[src/rtl/iobus_pkg.sv]
// iobus_pkg: shared IOBUS addresses, UART TX state encoding and status bit positions
package iobus_pkg;
  localparam logic [31:0] DATA_ADDR   = 32'h1100_00C0;
  localparam logic [31:0] STATUS_ADDR = 32'h1100_00C4;
  localparam int ST_BUSY  = 0;
  localparam int ST_EMPTY = 1;
  localparam int ST_FULL  = 2;
  localparam int ST_OVF   = 3;
  localparam int ST_COUNT = 8;
  typedef enum logic [1:0] {IDLE, START, DATA, STOP} uart_tx_state_t;
endpackage

[src/rtl/sync_fifo.sv]
// sync_fifo: single-clock FIFO; a push while full is taken when a pop frees the slot in the same cycle
module sync_fifo #(
  parameter int WIDTH = 8,
  parameter int DEPTH = 8
) (
  input  logic                       CLK,
  input  logic                       RST,
  input  logic                       push,
  input  logic                       pop,
  input  logic [WIDTH-1:0]           din,
  output logic [WIDTH-1:0]           dout,
  output logic                       full,
  output logic                       empty,
  output logic [$clog2(DEPTH):0]     count
);
  localparam int AW = $clog2(DEPTH);
  localparam int CW = AW + 1;
  logic [WIDTH-1:0] mem [DEPTH];
  logic [AW-1:0] wr_q, wr_d, rd_q, rd_d;
  logic [CW-1:0] count_q, count_d;
  logic push_ok, pop_ok;
  assign full    = count_q == CW'(DEPTH);
  assign empty   = count_q == '0;
  assign count   = count_q;
  assign dout    = mem[rd_q];
  assign pop_ok  = pop && !empty;
  assign push_ok = push && (!full || pop_ok);
  // pointer and occupancy next state
  always_comb begin
    wr_d    = push_ok ? wr_q + 1'b1 : wr_q;
    rd_d    = pop_ok ? rd_q + 1'b1 : rd_q;
    count_d = count_q + CW'(push_ok) - CW'(pop_ok);
  end
  // pointer and occupancy registers
  always_ff @(posedge CLK or posedge RST) begin
    if (RST) begin
      wr_q    <= '0;
      rd_q    <= '0;
      count_q <= '0;
    end else begin
      wr_q    <= wr_d;
      rd_q    <= rd_d;
      count_q <= count_d;
    end
  end
  // storage needs no reset; occupancy governs validity
  always_ff @(posedge CLK) begin
    if (push_ok) mem[wr_q] <= din;
  end
endmodule

[src/rtl/iobus_uart_tx.sv]
// iobus_uart_tx: IOBUS-mapped 8N1 UART transmitter with byte FIFO and sticky overflow status
module iobus_uart_tx
  import iobus_pkg::*;
#(
  parameter logic [31:0] DATA_ADDR_P   = DATA_ADDR,
  parameter logic [31:0] STATUS_ADDR_P = STATUS_ADDR,
  parameter int          CLKS_PER_BIT  = 434,
  parameter int          FIFO_DEPTH    = 8
) (
  input  logic        CLK,
  input  logic        RST,
  input  logic [31:0] IOBUS_ADDR,
  input  logic [31:0] IOBUS_OUT,
  input  logic        IOBUS_WR,
  output logic [31:0] IOBUS_IN,
  output logic        TX
);
  localparam int BW = CLKS_PER_BIT > 1 ? $clog2(CLKS_PER_BIT) : 1;
  localparam int CW = $clog2(FIFO_DEPTH) + 1;
  uart_tx_state_t state_q, state_d;
  logic [BW-1:0] baud_q, baud_d;
  logic [2:0] bit_q, bit_d;
  logic [7:0] shift_q, shift_d;
  logic ovf_q, ovf_d;
  logic push, pop, clr, tick, full, empty;
  logic [7:0] head;
  logic [CW-1:0] count;
  logic [31:0] status;
  logic unused_ok;
  assign unused_ok = ^IOBUS_OUT[31:8];
  assign push = IOBUS_WR && IOBUS_ADDR == DATA_ADDR_P;
  assign clr  = IOBUS_WR && IOBUS_ADDR == STATUS_ADDR_P;
  assign tick = baud_q == BW'(CLKS_PER_BIT - 1);
  assign TX   = state_q == START ? 1'b0 : state_q == DATA ? shift_q[0] : 1'b1;
  sync_fifo #(.WIDTH(8), .DEPTH(FIFO_DEPTH)) u_fifo (
    .CLK(CLK), .RST(RST), .push(push), .pop(pop), .din(IOBUS_OUT[7:0]),
    .dout(head), .full(full), .empty(empty), .count(count)
  );
  // frame sequencing: pop, start bit, 8 data bits LSB first, stop bit, optional immediate next pop
  always_comb begin
    state_d = state_q;
    bit_d   = bit_q;
    shift_d = shift_q;
    pop     = 1'b0;
    baud_d  = (state_q == IDLE || tick) ? '0 : baud_q + 1'b1;
    case (state_q)
      IDLE: if (!empty) begin
        pop     = 1'b1;
        shift_d = head;
        state_d = START;
      end
      START: if (tick) begin
        bit_d   = '0;
        state_d = DATA;
      end
      DATA: if (tick) begin
        shift_d = shift_q >> 1;
        bit_d   = bit_q + 1'b1;
        state_d = bit_q == 3'd7 ? STOP : DATA;
      end
      STOP: if (tick) begin
        pop     = !empty;
        shift_d = empty ? shift_q : head;
        state_d = empty ? IDLE : START;
      end
    endcase
  end
  // sticky overflow: a rejected push sets it, a status write clears it
  always_comb ovf_d = clr ? 1'b0 : (push && full && !pop) ? 1'b1 : ovf_q;
  // status word and address-qualified read mux
  always_comb begin
    status                   = '0;
    status[ST_BUSY]          = state_q != IDLE;
    status[ST_EMPTY]         = empty;
    status[ST_FULL]          = full;
    status[ST_OVF]           = ovf_q;
    status[ST_COUNT +: 8]    = 8'(count);
    IOBUS_IN                 = IOBUS_ADDR == STATUS_ADDR_P ? status : 32'h0;
  end
  // transmitter state registers
  always_ff @(posedge CLK or posedge RST) begin
    if (RST) begin
      state_q <= IDLE;
      baud_q  <= '0;
      bit_q   <= '0;
      shift_q <= '0;
      ovf_q   <= 1'b0;
    end else begin
      state_q <= state_d;
      baud_q  <= baud_d;
      bit_q   <= bit_d;
      shift_q <= shift_d;
      ovf_q   <= ovf_d;
    end
  end
endmodule

[config.mk]
export PLATFORM = sky130hd
export DESIGN_NAME = iobus_uart_tx
export DESIGN_NICKNAME = d
export VERILOG_FILES = /design/src/rtl/iobus_pkg.sv /design/src/rtl/sync_fifo.sv /design/src/rtl/iobus_uart_tx.sv
export SDC_FILE = /design/constraint.sdc
export NUM_CORES = 1
export LEC_CHECK = 0
export BUFFER_PORTS_ARGS = -buffer_cell sky130_fd_sc_hd__buf_4
export CORE_MARGIN = 5
export CORE_UTILIZATION = 49
export DETAILED_ROUTE_END_ITERATION = 8
export PLACE_DENSITY = 0.76
export SLEW_MARGIN = 20
export SYNTH_ARGS = -nofsm -noshare
export SYNTH_HDL_FRONTEND = slang
export SYNTH_HIERARCHICAL = 1
export SYNTH_SLANG_ARGS = --single-unit
[constraint.sdc]
create_clock -name CLK -period 2.9 [get_ports CLK]
set_input_delay 0.58 -clock CLK [delete_from_list [all_inputs] [get_ports CLK]]
set_output_delay 0.58 -clock CLK [all_outputs]
set_load 0.05 [all_outputs]
* Yosys cells after proc, flatten, opt, wreduce, memory -nomap -nowiden *
Memories as Yosys holds them, arrays and structs flattened.
Cells that the tools add are included.

cells by class
  $add $sub $neg = 6
  eq/ne operators = 12
  muxes and demuxes = 25
  reduce and logical (&&, ||, !) cells = 20

operators by type and width
  operator                                                count
  equality test 32 x 29 -> 1 bit (second input constant)  2
  2-to-1 mux 8 bit                                        3
  case mux 8 bit (3 select lines)                         1
  2-to-1 mux 12 bit                                       1
  2-to-1 mux 1 bit                                        10
  adder 3 x 1 -> 3 bit (second input constant)            3
  adder 9 x 1 -> 9 bit (second input constant)            1
  equality test 9 bit (second input constant)             1
  2-to-1 mux 9 bit                                        1
  2-to-1 mux 2 bit                                        4
  != test 2 bit (second input constant)                   4
  case mux 2 bit (4 select lines)                         1
  logical AND 1 bit                                       6
  2-to-1 mux 3 bit                                        2
  case mux 3 bit (2 select lines)                         1
  AND reduction 3 bit                                     2
  nonzero test 2 bit                                      3
  adder 4 x 1 -> 4 bit                                    1
  equality test 2 bit (second input constant)             2
  equality test 4 bit (second input constant)             1
  logical NOT 4 bit                                       1
  AND reduction 4 bit                                     1
  subtractor 4 x 1 -> 4 bit                               1
  equality test 3 bit (second input constant)             1
  6 further kinds                                         9

word-level totals
  register bits = 33
  bits in writable memories = 64
  input bits = 67
  word-level logic and storage cells = 72
  memories kept = 1

memory list
  memory      words  width  read ports  clocked after Yosys merged registers in  write ports  RTL line         text
  u_fifo.mem  8      8      1           0                                        1            sync_fifo.sv:18  logic [WIDTH-1:0] mem [DEPTH];

* Depth between registers and ports, before layout *
Gate-level depths: netlist of run 1.

  depth after elaboration = 9
  depth in mapped cells = 12
  gate-level depth less buffers = 12

* Hierarchy *
The synthesis of run 1 kept the hierarchy.

by module, submodules not included
  module         instances  cells each  area each (µm²)  seq. area each (µm²)
  sync_fifo      1          156         3101.7           2172.1
  iobus_uart_tx  1          162         1592.8           575.6

* Worst setup path before layout of run 1 *
OpenSTA, ideal clock, no wires.

  path type = register -> output
  start = register u_fifo.count_q[2] (netlist: u_fifo/count[2])
  end = output IOBUS_IN[1]
  arrival time = 2716 ps
  data required time = 2320 ps
  setup slack = -396 ps
  stages on the path, launching flop included = 6
  buffers on the path = 0
  path through = dfrtp_1 > inv_1 > ha_1 > nor3b_1 > inv_1 > nor4_1

between the ends
  word-level cells in the longest chain between the ends = 2

ends and longest elaborated chain
  element                 RTL line             text
  start, declared         sync_fifo.sv:20      logic [CW-1:0] count_q, count_d;
  start signal, assigned  sync_fifo.sv:43      count_q <= count_d;
  logical NOT 4 bit       sync_fifo.sv:23      assign empty = count_q == '0;
  via empty               iobus_uart_tx.sv:25  logic push, pop, clr, tick, full, empty;
  2-to-1 mux 12 bit       iobus_uart_tx.sv:78  IOBUS_IN = IOBUS_ADDR == STATUS_ADDR_P ? status : 32'h0;
  end, declared           iobus_uart_tx.sv:15  output logic [31:0] IOBUS_IN,

The timed path passes the listed nets, and every way through them passes these cells.

* Worst setup path in the final report of run 1 *
  start = register u_fifo.count_q[2] (netlist: u_fifo/count[2])
  end = register u_fifo.count_q[3] (netlist: u_fifo/count[3])

between the ends
  word-level cells in the longest chain between the ends = 9

ends and longest elaborated chain
  element                              RTL line             text
  logical NOT 4 bit (*)                sync_fifo.sv:23
  via empty                            iobus_uart_tx.sv:25
  logical NOT 1 bit                    iobus_uart_tx.sv:62  pop = !empty;
  2-to-1 mux 1 bit                     iobus_uart_tx.sv:61  STOP: if (tick) begin
  case mux 1 bit (2 select lines) (*)  iobus_uart_tx.sv:46  case (state_q)
  via pop                              iobus_uart_tx.sv:25
  logical AND 1 bit (*)                sync_fifo.sv:26      assign pop_ok = pop && !empty;
  logical OR 1 bit                     sync_fifo.sv:27      assign push_ok = push && (!full || pop_ok);
  logical AND 1 bit                    sync_fifo.sv:27
  adder 4 x 1 -> 4 bit                 sync_fifo.sv:32      count_d = count_q + CW'(push_ok) - CW'(pop_ok);
  subtractor 4 x 1 -> 4 bit (*)        sync_fifo.sv:32
  via u_fifo.count_d[3]                sync_fifo.sv:20

The timed path passes the listed nets; every way through them passes the cells marked *.
A chain may end at the register's enable or synchronous reset.

==> reports/results.ini, run 1 <==
[run_status]
outcome=complete, no violations

[worst_setup_path]
cp.required_ps=3200
slowest_stage=dfrtp_1
critPathMaxFanout=6
r2r-start=u_fifo/count[2]
path_cells=inv_2 -> ha_1 -> nor3b_2 -> buf_4 -> nor3b_1 -> a31oi_1 -> inv_1 -> buf_4 -> nand2b_4 -> or2_2 -> ha_1 -> a21o_1 -> a21oi_1 -> xor2_1
r2r-end=u_fifo/count[3]
worst-setup-path-type=flip-flop to flip-flop
cp-start-kind=flip-flop
r2r_setup_slack_ps=170
r2r_cells=14
crit_path_max_incr_delay_ps=360
cp-end-kind=flip-flop
arrival_ps=3030

[floorplanning]
dieArea_um2=11600
fp-row-count=35
io_pins=100
core-area_um2=9280
die_w_um=108
die_h_um=108
initial_core_util_pct=50.6

[power]
power_switching_uw=626
power-per-cell-area_nw_per_um2=454
p_seq_share_pct=59.3
intPower_mw=1.86
vdd_drop_max_v=0.000440
p_comb_share_pct=5.4
leakage_nw=2.25
clkPwrFrac_pct=35.3
swShare_pct=25.2
power_mw=2.49

[job]
max-cap-violations=0

[global_routing]
grt_pass1_vias=2701
use_met1_pct=18.9
grt_pass1_wl_mm=13.4
antenna_found_initial=0
met2_usage_pct=26.2
grt_max_degree=24
overflow=0
grt_usage_pct=15.0
grtUsageMet3_pct=2.88
grt_busiest_layer=met2

[detailed_routing]
vias=2611
drcViolationCount=0
final_antenna_net_count=0
drt_wl_total_mm=8.20
wl_per_cell_um=15.6
drtPass1Iterations=4
drt_iter0_markers=107
viasPerCell=4.98

[cts]
postCtsHoldBufs=0
root_buffer=clkbuf_8
insertion_delay_ps=360
cts_max_level=3
numCtsBuffers=9
cts.clk_slew.worst_paths_ps=100
clockBufferDepth=2
clkSinkCount=97
cts_tree=yes

[placed_design]
dp.final_hpwl_mm=5.90
gp_congestion=0.763
port_buffers=51

[sta]
clock.fmax_mhz=367
fin_crit_ps=2730
slew_violations=0
tightest_slew_ps=865
relSlewSlack_pct=42.3
finalClockSkew_ps=11.5
hold_viol_final=0
setup_violations=0
min_period_over_period_pct=94.1

[layout]
layout_common_cells=buf_4, edfxtp_1, dfrtp_1
multiInputGateArea_um2=1760
layout-drive-gt1-share_pct=31.9
layout_commonest_cell=buf_4
fin_nets=475
fillerInstances=718
seq_area_um2=2750
post-route-util_pct=59.1
antennaDiodeCount=0
syn_to_final_growth_pct=16.8

[synth]
synth_async_sr_flop_share_pct=34.0
postSynthAreaPerCell_um2=14.8
synthFlopType=edfxtp_1
ys_warn_count=6
ys_seq_area_share_pct=58.5
synth_area_leaders=edfxtp_1, dfrtp_1, mux4_1, mux2_2, ha_1
yosysTopAreaCell=edfxtp_1
synth_top_area_share_pct=40.9
synth_cell_types=46
synth-edff-count=64
ys_seq_elements=97
syn_inst=318
netlist_area_um2=4690

[min_path]
worst_hold_path_type=input pin to async pin

==> timing repair <==
item / CTS / global route
pin swaps: 0 / 2
buffers inserted: 0 / 1
resized for setup: 2 / 4
endpoints found under the setup margin: 6 / 27
==> how the worst max path moves through the flow <==
stage / from / endpoint
finish: u_fifo/count[2] / u_fifo/count[3]
global placement: IOBUS_ADDR[1] / u_fifo/mem[7][2]
floorplan: IOBUS_ADDR[13] / u_fifo/mem[3][0]
CTS: u_fifo/count[2] / u_fifo/count[2]
global route: u_fifo/count[2] / u_fifo/count[2]
detailed placement: IOBUS_ADDR[1] / u_fifo/mem[7][2]
==> worst max-delay path: cells and delay by family, from the launching register on <==
family / cells / cell delay, ps
adder cells (fa/ha/maj): 2 / 480
flip-flops: 1 / 360
buffers and inverters: 4 / 420
AO/OA/AOI/OAI: 3 / 500
XOR/XNOR: 1 / 150
AND/OR/NAND/NOR: 4 / 730
==> area by class of cell <==
type                       count  area share, %
clock buffer                   9           2.26
clock inverter                 7           1.44
inverter                      19           1.30
multi-input combinational    191           32.1
sequential                    97           50.1
tap                          129           2.94
timing repair buffer          72           9.86
==> power by group through the flow <==
stage                     combinational, mW  clock [mW]  sequential [mW]
after CTS                             0.135       0.903             1.48
after global placement                0.133           0             1.51
after global routing                  0.145       0.962             1.48
after floorplan                       0.104           0             1.51
final                                 0.135       0.877             1.48
after detailed placement              0.135           0             1.51
==> cells in the mapped netlist (4+ instances only) <==
library cell,count
inv_1,19
dfrtp_1,33
mux2_2,24
nor3_1,8
buf_4,24
edfxtp_1,64
mux4_1,16
nand2_1,8
clkbuf_1,4
and2_1,7
nor4_1,9
mux2i_1,4
xnor2_1,10
nor3b_1,5
ha_1,17
nor2_1,19
==> flip-flops by register name, indices dropped and copies added (netlist names) <==
name          cells
ovf_q             1
baud_q            9
bit_q             3
u_fifo/rd_q       3
state_q           2
u_fifo/mem       64
u_fifo/wr_q       3
shift_q           8
u_fifo/count      4
==> per-stage QoR <==
step | setup WS, ps | hold WS (ps) | cell area [µm²] | cells | setup TNS (ps)
after global placement | -62.1 | 480 | 5250 | 507 | -248
after floorplan | 29.1 | 420 | 4810 | 341 | 0
after CTS | 47.9 | 197 | 5460 | 523 | 0
after global routing | -17.4 | 225 | 5480 | 524 | -17.4
final | 172 | 206 | 5480 | 524 | 0
after detailed placement | -93.4 | 491 | 5250 | 507 | -396
==> routing by layer <==
layer / share of wire, % / routed length (µm)
met1: 44 / 3570
met2: 52 / 4260
met3: 3.3 / 272
met4: 1.1 / 90
met5: 0 / 0
==> cells by family (layout without fill, tap and decap cells) <==
family / Yosys count / count (layout) / share of synthesized area (%)
fa+ha+maj: 18 / 18 / 4.96
simple gates: 75 / 75 / 8.80
xor+xnor: 13 / 13 / 2.43
buf+inv: 53 / 107 / 6.88
mux: 44 / 44 / 15.6
flops: 97 / 97 / 58.5
other cells: 1 / 24 / 0.0799
compound gates: 17 / 17 / 2.77
Note: power is estimated with default switching activity, not from simulation.
==> inputs of run 2 (changes only) <==
CORE_UTILIZATION = 30   (was 49)
CTS_CLUSTER_DIAMETER = 200   (was not set)
PLACE_DENSITY = not set   (was 0.76)
SYNTH_HIERARCHICAL = not set   (was 1)
==> run 2 against run 1 <==
Cell count increased by 9.5%. Non-clock buffer count fell by 7. Synthesized cell count is 0.63% lower. Largest power group unchanged. Flip-flop and latch count stayed put. Critical endpoint is now u_fifo.count[1]. Global-route usage is 5.1 points lower. Clock power up 39%. Wire length grew 2.7%. Largest cell class unchanged. Setup slack improved by 41 ps.
==> reports/results.ini, run 2 <==
[floorplanning]
die_w_um=133
core-area_um2=15000
initial_core_util_pct=30.3
fp-row-count=45
dieArea_um2=17700
die_h_um=133
io_pins=100

[run_status]
outcome=complete, no violations

[detailed_routing]
drt_wl_total_mm=8.42
met3WireLength_um=327
final_antenna_net_count=0
wirelength_met1_mm=3.64
viasPerCell=4.51
drt_iter0_markers=82
dr.max_layer_used=met4
wl_per_cell_um=14.7
drtPass1Iterations=4
vias=2588
dr_wl_met2_mm=4.31
drcViolationCount=0

[worst_setup_path]
r2r-end=u_fifo.count[1]
cp-start-kind=flip-flop
worst-setup-path-type=flip-flop to flip-flop
crit_end=u_fifo.count[1]
r2r_cells=7
r2r-start=state_q[0]
r2r_setup_slack_ps=210
arrival_ps=2900
critPathMaxFanout=5
cp.required_ps=3110
cp-end-kind=flip-flop
crit_start=state_q[0]

[sta]
relSlewSlack_pct=47.4
slew_violations=0
tns_ps=0
tightest_slew_ps=788
finalClockSkew_ps=9.02
clock.fmax_mhz=372
min_period_over_period_pct=92.7
setup_violations=0
layout_setup_ws_ps=212
hold_viol_final=0
grt_setup_unrepaired=no
fin_hold_ws_ps=329
fin_crit_ps=2690

[layout]
syn_to_final_growth_pct=19.7
top_register=u_fifo.mem
layout-drive-gt1-share_pct=30.3
layout_commonest_cell=buf_4
largest_register_ffs=64
layout_common_cells=buf_4, edfxtp_1, dfrtp_1
fin_nets=467
antennaDiodeCount=0
fillerInstances=1418
largestRegisters=u_fifo.mem (64), baud_q (9), shift_q (8)

[synth]
postSynthAreaPerCell_um2=14.4
yosys-top-cells-count=edfxtp_1, dfrtp_1, nor2_1
synth.most_common_cell=edfxtp_1
synth_async_sr_flop_share_pct=34.0
synth-edff-count=64
ys_seq_elements=97
synthFlopType=edfxtp_1
synth_cell_types=51
ys_warn_count=0
synth_area_leaders=edfxtp_1, dfrtp_1, mux4_2, ha_1, buf_4
ys_seq_area_share_pct=60.4
synth_top_area_share_pct=42.2
yosysTopAreaCell=edfxtp_1
syn_inst=316
netlist_area_um2=4550

[power]
power_switching_uw=629
vdd_drop_max_v=0.000468
intPower_mw=2.21
swShare_pct=22.2
leakage_nw=2.17
clkPwrFrac_pct=43.1
power-per-cell-area_nw_per_um2=520
p_comb_share_pct=4.9
p_seq_share_pct=52.1

[cts]
clockBufferDepth=2
clkSinkCount=97
post_cts_buffers=0
insertion_delay_ps=340
cts_tree=yes
numCtsBuffers=9
postCtsHoldBufs=0
cts-resized-gates=0
cts.clk_slew.worst_paths_ps=70
root_buffer=clkbuf_16
cts_max_level=3

[global_routing]
grt_pass1_wl_mm=13.9
grt_usage_pct=9.95
grt_pass1_vias=2739
grt_max_degree=34
antenna_found_initial=0
overflow=0

[placed_design]
dp.final_hpwl_mm=5.97
gp_congestion=0.789
port_buffers=51
dpl_worst_slack_ps=231

[min_path]
worst_hold_path_type=input pin to async pin

[job]
max-cap-violations=0

==> run 2: cell types whose count changed after synthesis, sizes merged, moves of 3 or more <==
cell	delta
o21ai	+5
nor2b	-3
nand2	+11
nor3	-3
nor4	-5
nor2	+8
nor3b	-3
and3	+3
xnor2	-5
xor2	+4
inv	-6
mux2i	+5
mux2	-14
and2	-6
==> run 2: per-stage QoR <==
stage	utilization, %	instance area [µm²]	std cells	total power, mW
4_1_cts	36.2	5450	574	2.87
3_5_place_dp	34.2	5140	558	1.64
3_3_place_gp	34.2	5140	558	1.64
2_1_floorplan	-	4640	339	1.61
6_report	36.2	5450	574	2.83
5_1_grt	36.2	5450	574	2.94
==> run 2: how the worst min path moves through the flow <==
stage / startpoint / to / slack, ps / cells past startpoint
global route: RST / u_fifo.wr_q[0] / 400 / 3
CTS: RST / u_fifo.wr_q[0] / 340 / 3
detailed placement: shift_q[1] / shift_q[1] / 470 / 2
finish: RST / u_fifo.wr_q[1] / 330 / 3
floorplan: shift_q[7] / shift_q[7] / 450 / 2
global placement: shift_q[2] / shift_q[2] / 460 / 2
==> run 2: cell families (layout without fill, tap and decap cells) <==
group | after synthesis | after routing | share of synthesized area, %
flops | 97 | 97 | 60.4
simple gates | 80 | 80 | 9.51
buf+inv | 47 | 94 | 5.96
mux | 35 | 35 | 12.5
compound gates | 25 | 25 | 3.93
fa+ha+maj | 19 | 19 | 5.39
xor+xnor | 12 | 12 | 2.31
other cells | 1 | 24 | 0.0824
==> run 2: power groups by stage <==
stage,Combinational (mW),Clock [mW],Sequential [mW]
finish,0.138,1.22,1.48
global route,0.147,1.32,1.48
CTS,0.138,1.26,1.48
detailed placement,0.138,0,1.51
global placement,0.135,0,1.51
floorplan,0.104,0,1.51
==> run 2: worst max-delay path: stages, from the launching register on <==
cell	delay (ps)
dfrtp_1	400
inv_1	110
ha_1	360
nor3b_1	260
nand4_2	180
a2111oi_4	550
ha_1	280
fa_1	420
==> run 2: area by class of cell <==
cell class	instances	area, µm²	area share [%]
sequential	97	2750	50.4
multi-input combinational	195	1620	29.7
clock inverter	6	80.1	1.47
clock buffer	10	229	4.20
inverter	13	48.8	0.896
timing repair buffer	65	488	8.96
tap	188	235	4.32
==> run 2: layer usage <==
layer / up-vias / track usage [%]
met1: 1282 / 12.0
met5: - / 0
li1: 1247 / -
met4: 0 / 3.20
met3: 12 / 2.83
met2: 47 / 17.2
==> inputs of run 3 (changes only) <==
PLACE_DENSITY = 0.48   (was not set)
==> run 3 against run 2 <==
Critical endpoint is now u_fifo.mem[0][1]. Register-to-register slack gained 20 ps. Final area is essentially flat. Clock power shrank 9%. Critical path depth grew 1. Total power shrank 3.8%.
==> reports/results.ini, run 3 (same netlist as run 2, synthesis figures left out) <==
[floorplanning]
io_pins=100
fp-row-count=45
core-area_um2=15000
die_w_um=133
die_h_um=133
dieArea_um2=17700
initial_core_util_pct=30.3

[min_path]
worst_hold_path_type=input pin to async pin

[worst_setup_path]
cp-end-kind=flip-flop
cp-start-kind=flip-flop
path_cells=inv_1 -> ha_1 -> nor3b_1 -> nand4_2 -> a2111oi_4 -> nand2b_2 -> nor3_1 -> buf_4
slowest_stage=a2111oi_4
worst-setup-path-type=flip-flop to flip-flop
crit_path_max_incr_delay_ps=520
arrival_ps=2710
r2r_setup_slack_ps=240
critPathMaxFanout=8
cp.required_ps=2950

[placed_design]
dp.final_hpwl_mm=6.19
port_buffers=51
post_dp_cell_area_um2=5170
numPlacedInstances=561
gp_congestion=0.719
dpl_worst_slack_ps=233

[run_status]
outcome=complete, no violations

[sta]
clock.fmax_mhz=376
hold_viol_final=0
fin_crit_ps=2660
tns_ps=0
tightest_slew_ps=808
setup_violations=0
slew_violations=0
grt_setup_unrepaired=no
layout_setup_ws_ps=237
finalClockSkew_ps=8.99
min_period_over_period_pct=91.8
fin_hold_ws_ps=198
relSlewSlack_pct=46.1

[global_routing]
grt_pass1_vias=2748
antenna_found_initial=0
overflow=0
grt_max_degree=27
grt_pass1_wl_mm=14.5
grt_usage_pct=10.5

[cts]
numCtsBuffers=9
clkSinkCount=97
root_buffer=clkbuf_16
cts.clk_slew.worst_paths_ps=70
post_cts_buffers=0
cts_tree=yes
cts_max_level=3
clockBufferDepth=2
insertion_delay_ps=340
postCtsHoldBufs=0
cts-resized-gates=0

[detailed_routing]
wl_per_cell_um=15.3
drcViolationCount=0
drt_iter0_markers=105
vias=2571
drt_wl_total_mm=8.82
viasPerCell=4.46
final_antenna_net_count=0
drtPass1Iterations=4

[power]
intPower_mw=2.11
swShare_pct=22.8
power_switching_uw=621
power_mw=2.73
power-per-cell-area_nw_per_um2=500
p_seq_share_pct=54.1
p_comb_share_pct=5.0
clkPwrFrac_pct=40.8
vdd_drop_max_v=0.000358
leakage_nw=2.18

[layout]
top_register=u_fifo.mem
fin_nets=470
layout-drive-gt1-share_pct=30.9
post-route-util_pct=36.3
antennaDiodeCount=0
syn_to_final_growth_pct=19.8
fillerInstances=1444
layout_common_cells=buf_4, edfxtp_1, dfrtp_1
largest_register_ffs=64
instances_no_fill=576
design_area_um2=5450
layout_commonest_cell=buf_4
largestRegisters=u_fifo.mem (64), baud_q (9), shift_q (8)

[job]
max-cap-violations=0

[run 3: cell types whose count changed in the layout (fill, tap and decap cells not counted)]
cell	previous run	this run
buf_4	65	67
inv_8	3	1
buf_12	0	1
clkinvlp_4	1	2
clkinv_4	0	1
bufinv_16	1	0
clkbuf_1	1	0
inv_6	1	2
[run 3: worst paths after layout]
kind,cells after the start,startpoint,to
hold reg to reg,2,shift_q[1],shift_q[1]
min in group CLK,2,IOBUS_WR,ovf_q
setup / recovery,8,state_q[0],u_fifo.mem[0][1]
hold / removal,2,RST,shift_q[3]
max in group asynchronous,3,RST,u_fifo.wr_q[2]
setup reg to reg,8,state_q[0],u_fifo.mem[0][1]
[run 3: area by class of cell]
class / instances / area (µm²) / share of cell area (%)
Clock buffer: 9 / 225 / 4.13
Clock inverter: 6 / 52.6 / 0.964
Sequential cell: 97 / 2750 / 50.4
Timing Repair Buffer: 68 / 523 / 9.59
Tap cell: 188 / 235 / 4.31
Inverter: 13 / 48.8 / 0.895
Multi-Input combinational cell: 195 / 1620 / 29.7
[run 3: worst max-delay path, delay by kind of cell, from the launching register on]
family          cells  cell delay [ps]
fa+ha+maj           1              360
flops               1              420
compound gates      1              520
simple gates        4              720
buf+inv             2              340
[run 3: layer usage]
layer / up-vias / track usage (%) / routed length [µm]
met5: - / 0 / 0
met4: 0 / 4.46 / 171
met3: 12 / 1.96 / 245
met2: 38 / 17.8 / 4420
met1: 1268 / 13.2 / 3990
li1: 1253 / - / -
[run 3: power groups by stage]
| stage | registers (mW) | logic (mW) | clock network, mW |
|---|---|---|---|
| 6_report | 1.48 | 0.137 | 1.11 |
| 5_1_grt | 1.48 | 0.147 | 1.19 |
| 4_1_cts | 1.48 | 0.138 | 1.15 |
| 3_5_place_dp | 1.51 | 0.138 | 0 |
| 3_3_place_gp | 1.51 | 0.136 | 0 |
| 2_1_floorplan | 1.51 | 0.104 | 0 |
